### config.mk
export PLATFORM = sky130hd
export DESIGN_NAME = pipeline_sequencer_flat
export DESIGN_NICKNAME = d
export VERILOG_FILES = /design/src/rtl/pipeline_sequencer_if.sv /design/src/rtl/pipeline_sequencer.sv /design/src/flat_wrapper.sv
export SDC_FILE = /design/constraint.sdc
export NUM_CORES = 1
export LEC_CHECK = 0
export CORE_ASPECT_RATIO = 1.1
export CORE_MARGIN = 4
export CORE_UTILIZATION = 43
export CTS_BUF_LIST = sky130_fd_sc_hd__clkbuf_2 sky130_fd_sc_hd__clkbuf_4 sky130_fd_sc_hd__clkbuf_8
export CTS_CLUSTER_SIZE = 28
export DETAILED_ROUTE_END_ITERATION = 10
export PLACE_DENSITY = 0.91
export SYNTH_ARGS = -nofsm -noshare
export SYNTH_HDL_FRONTEND = slang
export SYNTH_SLANG_ARGS = --single-unit
### constraint.sdc
create_clock -name clk -period 2.6 [get_ports clk]
set_clock_uncertainty 0.05 [all_clocks]
set_input_delay 0.26 -clock clk [delete_from_list [all_inputs] [get_ports clk]]
set_output_delay 0.26 -clock clk [all_outputs]
set_load 0.01 [all_outputs]
### src/rtl/pipeline_sequencer_if.sv
// ---------------------------------------------------------------------------
// pipeline_sequencer_if
//   Bundles the request/handshake inputs and the stage-control outputs of the
//   pipeline sequencer so that they travel as one port.
//
//   Request side (driven by the control/hazard/MC units):
//     halt_req, mc_start, mc_done, hz_stall, resume
//   Control side (driven by the sequencer):
//     pc_en, s1_en, s1_bubble, s2_en, s3_en, s3_bubble, mc_go,
//     halt_sys, mc_err, state[1:0], stall_cnt[CNT_W-1:0]
//
//   Modports:
//     master - the requesting side: drives requests and observes controls
//     slave  - the sequencer itself: receives requests and drives controls
// ---------------------------------------------------------------------------
interface pipeline_sequencer_if #(
  parameter int CNT_W = 16
);
  logic             halt_req;
  logic             mc_start;
  logic             mc_done;
  logic             hz_stall;
  logic             resume;

  logic             pc_en;
  logic             s1_en;
  logic             s1_bubble;
  logic             s2_en;
  logic             s3_en;
  logic             s3_bubble;
  logic             mc_go;
  logic             halt_sys;
  logic             mc_err;
  logic [1:0]       state;
  logic [CNT_W-1:0] stall_cnt;

  modport master (
    output halt_req, mc_start, mc_done, hz_stall, resume,
    input  pc_en, s1_en, s1_bubble, s2_en, s3_en, s3_bubble,
           mc_go, halt_sys, mc_err, state, stall_cnt
  );

  modport slave (
    input  halt_req, mc_start, mc_done, hz_stall, resume,
    output pc_en, s1_en, s1_bubble, s2_en, s3_en, s3_bubble,
           mc_go, halt_sys, mc_err, state, stall_cnt
  );
endinterface

### src/rtl/pipeline_sequencer.sv
// ---------------------------------------------------------------------------
// pipeline_sequencer
//   Central sequencer for the 3-stage pipeline. Owns the PC load enable, the
//   stage flop enables and the bubble inserts. Arbitrates halt requests,
//   multi-cycle ALU ops and load-use stalls (in that priority order), starts
//   the MUL/DIV unit and waits for its done pulse, and drains the pipe
//   before raising halt_sys.
//
//   Ports:
//     clk  - clock
//     rst  - synchronous, active-high reset
//     sif  - pipeline_sequencer_if.slave (requests in, stage controls out)
//
//   Parameters:
//     DRAIN_CYCLES - cycles spent in DRAIN before HALTED
//     MC_TIMEOUT   - max MC_WAIT cycles before mc_err is raised
//     CNT_W        - width of stall_cnt (must match the interface)
//
//   Configuration macro:
//     PIPE_SEQ_PERF_EN - when defined, stall_cnt counts cycles with pc_en=0
//                        outside HALTED (saturating); otherwise it is tied 0.
//
//   Stage controls are combinational from the registered state and the
//   current inputs; state, counters and mc_err are registered.
// ---------------------------------------------------------------------------
module pipeline_sequencer #(
  parameter int DRAIN_CYCLES = 2,
  parameter int MC_TIMEOUT   = 32,
  parameter int CNT_W        = 16
) (
  input logic                  clk,
  input logic                  rst,
  pipeline_sequencer_if.slave  sif
);

  typedef enum logic [1:0] {
    RUN     = 2'd0,
    MC_WAIT = 2'd1,
    DRAIN   = 2'd2,
    HALTED  = 2'd3
  } state_e;

  // One counter is shared by DRAIN and MC_WAIT; it only needs to reach
  // the larger terminal value minus one, so it can never wrap first.
  localparam int MAX_CNT = (DRAIN_CYCLES > MC_TIMEOUT) ? DRAIN_CYCLES : MC_TIMEOUT;
  localparam int CW      = (MAX_CNT > 2) ? $clog2(MAX_CNT) : 1;
  localparam logic [CW-1:0] MC_LAST    = CW'(MC_TIMEOUT - 1);
  localparam logic [CW-1:0] DRAIN_LAST = CW'(DRAIN_CYCLES - 1);

  state_e          state_q, state_d;
  logic [CW-1:0]   cnt_q, cnt_d;
  logic            mc_err_q, mc_err_d;

  logic            pc_en;
  logic            s1_en;
  logic            s1_bubble;
  logic            s2_en;
  logic            s3_en;
  logic            s3_bubble;
  logic            mc_go;
  logic            halt_sys;

  // Next-state and control decode. While rst is high every control is held
  // low regardless of the current state.
  always_comb begin
    state_d   = state_q;
    cnt_d     = cnt_q;
    mc_err_d  = mc_err_q;
    pc_en     = 1'b0;
    s1_en     = 1'b0;
    s1_bubble = 1'b0;
    s2_en     = 1'b0;
    s3_en     = 1'b0;
    s3_bubble = 1'b0;
    mc_go     = 1'b0;
    halt_sys  = 1'b0;

    if (!rst) begin
      unique case (state_q)
        RUN: begin
          pc_en = 1'b1;
          s1_en = 1'b1;
          s2_en = 1'b1;
          s3_en = 1'b1;
          if (sif.halt_req) begin
            // Freeze PC on the halt and let the older stages retire.
            pc_en     = 1'b0;
            s1_bubble = 1'b1;
            state_d   = DRAIN;
            cnt_d     = '0;
          end else if (sif.mc_start) begin
            // Hold stages 1-2 while the MC unit works; stage 3 gets NOPs.
            mc_go     = 1'b1;
            pc_en     = 1'b0;
            s1_en     = 1'b0;
            s2_en     = 1'b0;
            s3_bubble = 1'b1;
            state_d   = MC_WAIT;
            cnt_d     = '0;
          end else if (sif.hz_stall) begin
            pc_en     = 1'b0;
            s1_bubble = 1'b1;
          end
        end

        MC_WAIT: begin
          s3_en     = 1'b1;
          s3_bubble = 1'b1;
          // A done pulse on the timeout cycle still counts as success.
          if (sif.mc_done) begin
            s2_en   = 1'b1;
            state_d = RUN;
          end else if (cnt_q == MC_LAST) begin
            mc_err_d = 1'b1;
            state_d  = HALTED;
          end else begin
            cnt_d = cnt_q + 1'b1;
          end
        end

        DRAIN: begin
          s1_en     = 1'b1;
          s1_bubble = 1'b1;
          s2_en     = 1'b1;
          s3_en     = 1'b1;
          if (cnt_q == DRAIN_LAST) begin
            state_d = HALTED;
          end else begin
            cnt_d = cnt_q + 1'b1;
          end
        end

        HALTED: begin
          halt_sys = 1'b1;
          if (sif.resume) begin
            state_d = RUN;
          end
        end
      endcase
    end
  end

  // State, shared counter and the sticky error flag.
  always_ff @(posedge clk) begin
    if (rst) begin
      state_q  <= RUN;
      cnt_q    <= '0;
      mc_err_q <= 1'b0;
    end else begin
      state_q  <= state_d;
      cnt_q    <= cnt_d;
      mc_err_q <= mc_err_d;
    end
  end

`ifdef PIPE_SEQ_PERF_EN
  logic [CNT_W-1:0] stall_cnt_q, stall_cnt_d;

  // Lost-cycle counter: any non-halted cycle where the PC did not advance.
  always_comb begin
    stall_cnt_d = stall_cnt_q;
    if (!pc_en && (state_q != HALTED) && (stall_cnt_q != '1)) begin
      stall_cnt_d = stall_cnt_q + 1'b1;
    end
  end

  always_ff @(posedge clk) begin
    if (rst) begin
      stall_cnt_q <= '0;
    end else begin
      stall_cnt_q <= stall_cnt_d;
    end
  end

  assign sif.stall_cnt = stall_cnt_q;
`else
  assign sif.stall_cnt = '0;
`endif

  assign sif.pc_en     = pc_en;
  assign sif.s1_en     = s1_en;
  assign sif.s1_bubble = s1_bubble;
  assign sif.s2_en     = s2_en;
  assign sif.s3_en     = s3_en;
  assign sif.s3_bubble = s3_bubble;
  assign sif.mc_go     = mc_go;
  assign sif.halt_sys  = halt_sys;
  assign sif.mc_err    = mc_err_q;
  assign sif.state     = state_q;

endmodule
### src/flat_wrapper.sv
// flat-port wrapper written by rule: the top's interface ports become plain ports
module pipeline_sequencer_flat 
#(
  parameter int DRAIN_CYCLES = 2,
  parameter int MC_TIMEOUT   = 32,
  parameter int CNT_W        = 16
)
  (clk, rst, sif_halt_req, sif_mc_start, sif_mc_done, sif_hz_stall, sif_resume, sif_pc_en, sif_s1_en, sif_s1_bubble, sif_s2_en, sif_s3_en, sif_s3_bubble, sif_mc_go, sif_halt_sys, sif_mc_err, sif_state, sif_stall_cnt);
  pipeline_sequencer_if #(.CNT_W(CNT_W)) sif_i ();
  input logic clk;
  input logic rst;
  input wire logic [$bits(sif_i.halt_req)-1:0] sif_halt_req;
  input wire logic [$bits(sif_i.mc_start)-1:0] sif_mc_start;
  input wire logic [$bits(sif_i.mc_done)-1:0] sif_mc_done;
  input wire logic [$bits(sif_i.hz_stall)-1:0] sif_hz_stall;
  input wire logic [$bits(sif_i.resume)-1:0] sif_resume;
  output wire logic [$bits(sif_i.pc_en)-1:0] sif_pc_en;
  output wire logic [$bits(sif_i.s1_en)-1:0] sif_s1_en;
  output wire logic [$bits(sif_i.s1_bubble)-1:0] sif_s1_bubble;
  output wire logic [$bits(sif_i.s2_en)-1:0] sif_s2_en;
  output wire logic [$bits(sif_i.s3_en)-1:0] sif_s3_en;
  output wire logic [$bits(sif_i.s3_bubble)-1:0] sif_s3_bubble;
  output wire logic [$bits(sif_i.mc_go)-1:0] sif_mc_go;
  output wire logic [$bits(sif_i.halt_sys)-1:0] sif_halt_sys;
  output wire logic [$bits(sif_i.mc_err)-1:0] sif_mc_err;
  output wire logic [$bits(sif_i.state)-1:0] sif_state;
  output wire logic [$bits(sif_i.stall_cnt)-1:0] sif_stall_cnt;
  assign sif_i.halt_req = sif_halt_req;
  assign sif_i.mc_start = sif_mc_start;
  assign sif_i.mc_done = sif_mc_done;
  assign sif_i.hz_stall = sif_hz_stall;
  assign sif_i.resume = sif_resume;
  assign sif_pc_en = sif_i.pc_en;
  assign sif_s1_en = sif_i.s1_en;
  assign sif_s1_bubble = sif_i.s1_bubble;
  assign sif_s2_en = sif_i.s2_en;
  assign sif_s3_en = sif_i.s3_en;
  assign sif_s3_bubble = sif_i.s3_bubble;
  assign sif_mc_go = sif_i.mc_go;
  assign sif_halt_sys = sif_i.halt_sys;
  assign sif_mc_err = sif_i.mc_err;
  assign sif_state = sif_i.state;
  assign sif_stall_cnt = sif_i.stall_cnt;
  pipeline_sequencer #(.DRAIN_CYCLES(DRAIN_CYCLES), .MC_TIMEOUT(MC_TIMEOUT), .CNT_W(CNT_W)) u_core (.clk(clk), .rst(rst), .sif(sif_i));
endmodule
**Word level (Yosys, flattened, before mapping)**

Cells that the tools add are included.

- Add/subtract/negate cells: 1
- Equal/unequal tests: 12
- Muxes and demuxes: 40
- Bitwise logic cells: 1
- Reduce and logical (&&, ||, !) cells: 6

Operator list:

| operator | number |
|---|---|
| $mux 5 | 5 |
| $mux 1 | 23 |
| $pmux 5 s3 | 1 |
| $mux 2 | 6 |
| $ne 2x2->1 const B | 4 |
| $pmux 2 s4 | 1 |
| $pmux 1 s2 | 3 |
| $add 5x1->5 const B | 1 |
| $eq 5x1->1 const B | 1 |
| $eq 5x5->1 const B | 1 |
| $reduce_and 5->1 | 1 |
| $eq 2x2->1 const B | 2 |
| $reduce_and 4->1 | 1 |
| $ne 3x2->1 const B | 1 |
| $ne 3x3->1 const B | 1 |
| $pmux 1 s3 | 1 |
| $reduce_and 3->1 | 1 |
| $reduce_bool 3->1 | 1 |
| $reduce_or 3->1 | 1 |
| $eq 2x1->1 const B | 1 |
| $logic_not 2->1 | 1 |
| $ne 2x1->1 const B | 1 |
| $not 1->1 | 1 |

- Bits in registers: 8
- Bits of input ports: 7
- Output and inout bits: 27

**Depth between registers and ports, before layout**

Gate-level depths: netlist (run 1).

- Word-level depth: 5
- Mapped depth: 7

**Worst setup path before layout (run 1)**

Ideal clock, no wire load.

- Path type: register -> register
- From: reg u_core.cnt_q[0]
- To: reg u_core.cnt_q[0]
- Setup time: 0.072 ns
- Arrival: 1.776 ns
- Path slack: 0.702 ns
- Cell stages (with the launch flop): 8
- Cell sequence: dfxtp_1 -> ha_1 -> inv_1 -> nor3_1 -> ha_1 -> o21a_1 -> a2111oi_2 -> mux2i_1

- Longest elaborated chain between the ends: 4
- Elaborated cells between the ends (all ways): 10
- Classes of those cells: add/sub (1); eq/ne (4); mux (4); reduce/logical (1)

Ends and longest elaborated chain:

| element | RTL line | source |
|---|---|---|
| start: declaration | pipeline_sequencer.sv:51 | `logic [CW-1:0] cnt_q, cnt_d;` |
| start signal: assignment | pipeline_sequencer.sv:151 | `cnt_q <= cnt_d;` |
| $add 5x1->5 | pipeline_sequencer.sv:117, pipeline_sequencer.sv:129 |  |
| $mux 5 | pipeline_sequencer.sv:113 | `end else if (cnt_q == MC_LAST) begin` |
| $mux 5 | pipeline_sequencer.sv:110 | `if (sif.mc_done) begin` |
| $pmux 5 s3 | pipeline_sequencer.sv:79 | `unique case (state_q)` |

Parallel ways exist; a longest one is shown, timed or not. The select of a mux whose other input is x is not followed.
A chain may end at the register's enable or synchronous reset.

**Final worst setup path (run 1)**

- From: reg u_core.state_q[0] (netlist: u_core.sif.state[0])
- To: out sif_s3_bubble

- Longest elaborated chain between the ends: 3
- Elaborated cells between the ends (all ways): 4
- Classes of those cells: eq/ne (1); mux (2); reduce/logical (1)

Ends and longest elaborated chain:

| element | RTL line | source |
|---|---|---|
| start: declaration | pipeline_sequencer.sv:50 | `state_e state_q, state_d;` |
| start signal: assignment | pipeline_sequencer.sv:150 | `state_q <= state_d;` |
| $eq 2x1->1 or $logic_not 2->1 (tied branches) | pipeline_sequencer.sv:79 |  |
| $pmux 1 s2 (*) | pipeline_sequencer.sv:79 |  |
| $mux 1 (*) | pipeline_sequencer.sv:78 | `if (!rst) begin` |
| end: declaration | flat_wrapper.sv:22 | `output wire logic [$bits(sif_i.s3_bubble)-1:0] sif_s3_bubble;` |

Every way passes the cells marked *; elsewhere a longest branch is shown, timed or not.

==> results of run 1 <==
flip-flops by register name, indices dropped and copies added, names as in the netlist:
register,cells
u_core.sif.state,2
u_core.sif.mc_err,1
u_core.cnt_q,5
synthesized netlist by cell type (2+ instances only):
cell type / instances
nand2b_1: 2
nand2_1: 6
nor3b_1: 3
a21oi_1: 2
nor2_1: 4
o32ai_1: 2
nand3b_1: 2
ha_1: 8
inv_1: 6
a2111oi_0: 2
dfxtp_1: 8
nor2b_1: 2
mux2i_1: 4
a211oi_1: 2
buf_4: 17
nand3_1: 2
a2111o_1: 2
worst paths after layout:
kind | startpoint | end
worst max-delay path | u_core.sif.state[0]$_SDFFE_PP0P_ | sif_s3_bubble
worst min-delay path | u_core.sif.mc_err$_SDFFE_PP0P_ | u_core.sif.mc_err$_SDFFE_PP0P_
worst max register to register | u_core.cnt_q[0]$_SDFFE_PP0P_ | u_core.cnt_q[0]$_SDFFE_PP0P_
worst min register to register | u_core.sif.mc_err$_SDFFE_PP0P_ | u_core.sif.mc_err$_SDFFE_PP0P_
placed cells by master (no fill, tap or decap):
cell type	count
nor4b_1	1
a211oi_1	2
a2111oi_2	1
o32ai_1	2
a21o_1	1
a221oi_2	1
ha_1	8
a21boi_0	1
nor3_1	1
nand3b_1	2
o31ai_1	1
o311ai_0	1
or4b_4	1
clkinv_1	1
nor4_1	1
o21a_1	1
inv_1	6
a2111o_1	2
nor2_1	4
a21oi_1	2
or4b_2	1
nand3_1	2
mux2i_1	4
and2b_2	1
clkdlybuf4s50_1	17
nand4_1	1
nand2b_1	2
nand2_1	6
buf_4	1
dfxtp_1	8
clkbuf_4	3
nor3b_1	3
conb_1	16
nor2b_1	2
a2111oi_0	2
cell type report:
cell class              instances  area, um2  share of cell area
clock buffers                   3       22.5              0.0243
repair buffers                 18        178               0.191
inverters                       7       26.3              0.0283
well taps                      17       21.3              0.0229
multi-input cells              73        520               0.561
flip-flops and latches          8        160               0.173
power by group through the flow:
stage	clock network [uW]	logic, uW	registers, uW
final	98.2	393	164
after global routing	104	428	166
after CTS	103	394	164
after detailed placement	0	392	167
after global placement	0	379	166
after floorplan	0	281	167
worst register-to-register path: stages, from the launching register on:
cell       delay, ns
dfxtp_1         0.34
ha_1            0.22
inv_1           0.08
nor3_1          0.05
ha_1            0.22
o21a_1          0.25
a2111oi_2       0.61
mux2i_1         0.26
layer usage:
layer	GRT usage	share of wire
met2	0.241	0.53
met5	0	0
met1	0.134	0.39
met4	0.0673	0.016
met3	0.0366	0.066
cells by family after synthesis:
family                   synth area share
AO/OA/AOI/OAI                       0.192
adder cells (fa/ha/maj)             0.127
buffers and inverters               0.209
flip-flops                          0.203
multiplexers                       0.0507
other                             0.00475
AND/OR/NAND/NOR                     0.214
through the flow:
stage / worst slack (ns) / instances / area (um2) / utilization
2_1_floorplan: 0.702 / 106 / 846 / -
3_3_place_gp: 0.456 / 123 / 906 / 0.548
3_5_place_dp: 0.399 / 123 / 906 / 0.548
4_1_cts: 0.231 / 126 / 928 / 0.562
5_1_grt: 0.108 / 126 / 928 / 0.562
6_report: 0.253 / 126 / 928 / 0.562
==> flow_summary.yaml, run 1 <==
outcome:
  outcome: "complete, no violations"
placement:
  io_buffer_count: 17
  place_congestion: 0.894
  dpl.hpwl_um: 1420
synth:
  synth_area_per_cell_um2: 8.68
  yosysTopAreaCell: "dfxtp_1"
  ys_seq_area_frac: 0.203
  async_flop_share: 0
  yosysWarnings: 0
  ys_top_cells_by_area: "dfxtp_1 (20%), buf_4 (16%), ha_1 (13%)"
  syn_area_um2: 790
  netlist.area_leader.share: 0.203
  synth-seq-cells: 8
  syn_inst: 91
  ys_types: 34
  ys.flop_type: "dfxtp_1"
  synth-edff-count: 0
power:
  power.internal_uw: 385
  seqPwrFrac: 0.250
  switchingPower_uw: 270
  total_power_uw: 655
  peakVddDrop_mv: 0.320
  pwr_density_cell_nw_per_um2: 705
  leakage_uw: 0.000398
  power_frac_clock: 0.150
  switching_share: 0.412
  pwr-share-comb: 0.600
die:
  die_h_um: 52.9
  rows: 15
  dieArea_um2: 2590
  top_level_ports: 34
  core_um2: 1650
  start_util: 0.478
  die_w_um: 48.9
route:
  ant_nets: 0
  wl_per_cell_um: 13.7
  first_iter_violations: 16
  routed_via_density: 5.32
  firstDrtPassIters: 4
  drcViolationCount: 0
  vias: 670
  wl_um: 1720
finish:
  antennaDiodeCount: 0
  syn_to_final_growth_pct: 17.6
  fillers: 146
  nets: 126
  drive_above_1_share: 0.0826
grt:
  grt_first_pass_wirelength_um: 2640
  grt_max_degree: 13
  antenna_found_initial: 0
  grt_usage: 0.130
  grt_pass1_vias: 612
  gr-total-overflow: 0
critical_path:
  crit_fanout: 6
  arrival_ns: 2.04
  critical_path_depth: 6
  critPathKind: "reg2out"
  crit_chain: "inv_1 > ha_1 > nand2b_1 > nor3b_1 > a21o_1 > clkdlybuf4s50_1"
  cp_slowest_cell: "clkdlybuf4s50_1"
  worstPathBufferInverterCount: 2
  r2r_slack_ns: 0.45
  cp-start-kind: "register"
  cp_top_family: "buffers and inverters"
  crit_path_max_incr_delay_ns: 0.52
  crit_required_ns: 2.29
  end_kind: "primary output"
  r2r_cells: 7
hold_path:
  hp-class: "reg2reg"
  hold_path_depth: 2
clock_tree:
  postCtsSetupBuffers: 0
  clkLatencyLatePin_ns: 0.26
  cts_made_buffers: 3
  cts_hold_buf: 0
  post_cts_resized: 0
  cts_sinks: 8
  cts_tree: "yes"
  clk_path_buf_depth: 2
  path_clk_slew_ns: 0.05
  htreeDepth: 1
  cts-root-buf: "clkbuf_4"
timing:
  fin_crit_sh: 0.903
  finalSetupTns_ns: 0
  drv_slew: 0
  max_slew_margin: 0.519
  rsz0062_at_grt: "no"
  fin_hold_ws_ns: 0.421
  setup_viol: 0
  tightestPinTransition_ns: 0.720
  fmaxAchievable_mhz: 426
  fin_crit_ns: 2.35
  hold_viol: 0
flow_run:
  drv_cap: 0
Power figures use the tool's default switching activity.
==> run 2, diff against run 1 <==
HOLD_SLACK_MARGIN = 0.03   (was not set)
==> results of run 2 <==
No change in the layout: final DEF, timing and power equal those of run 1.
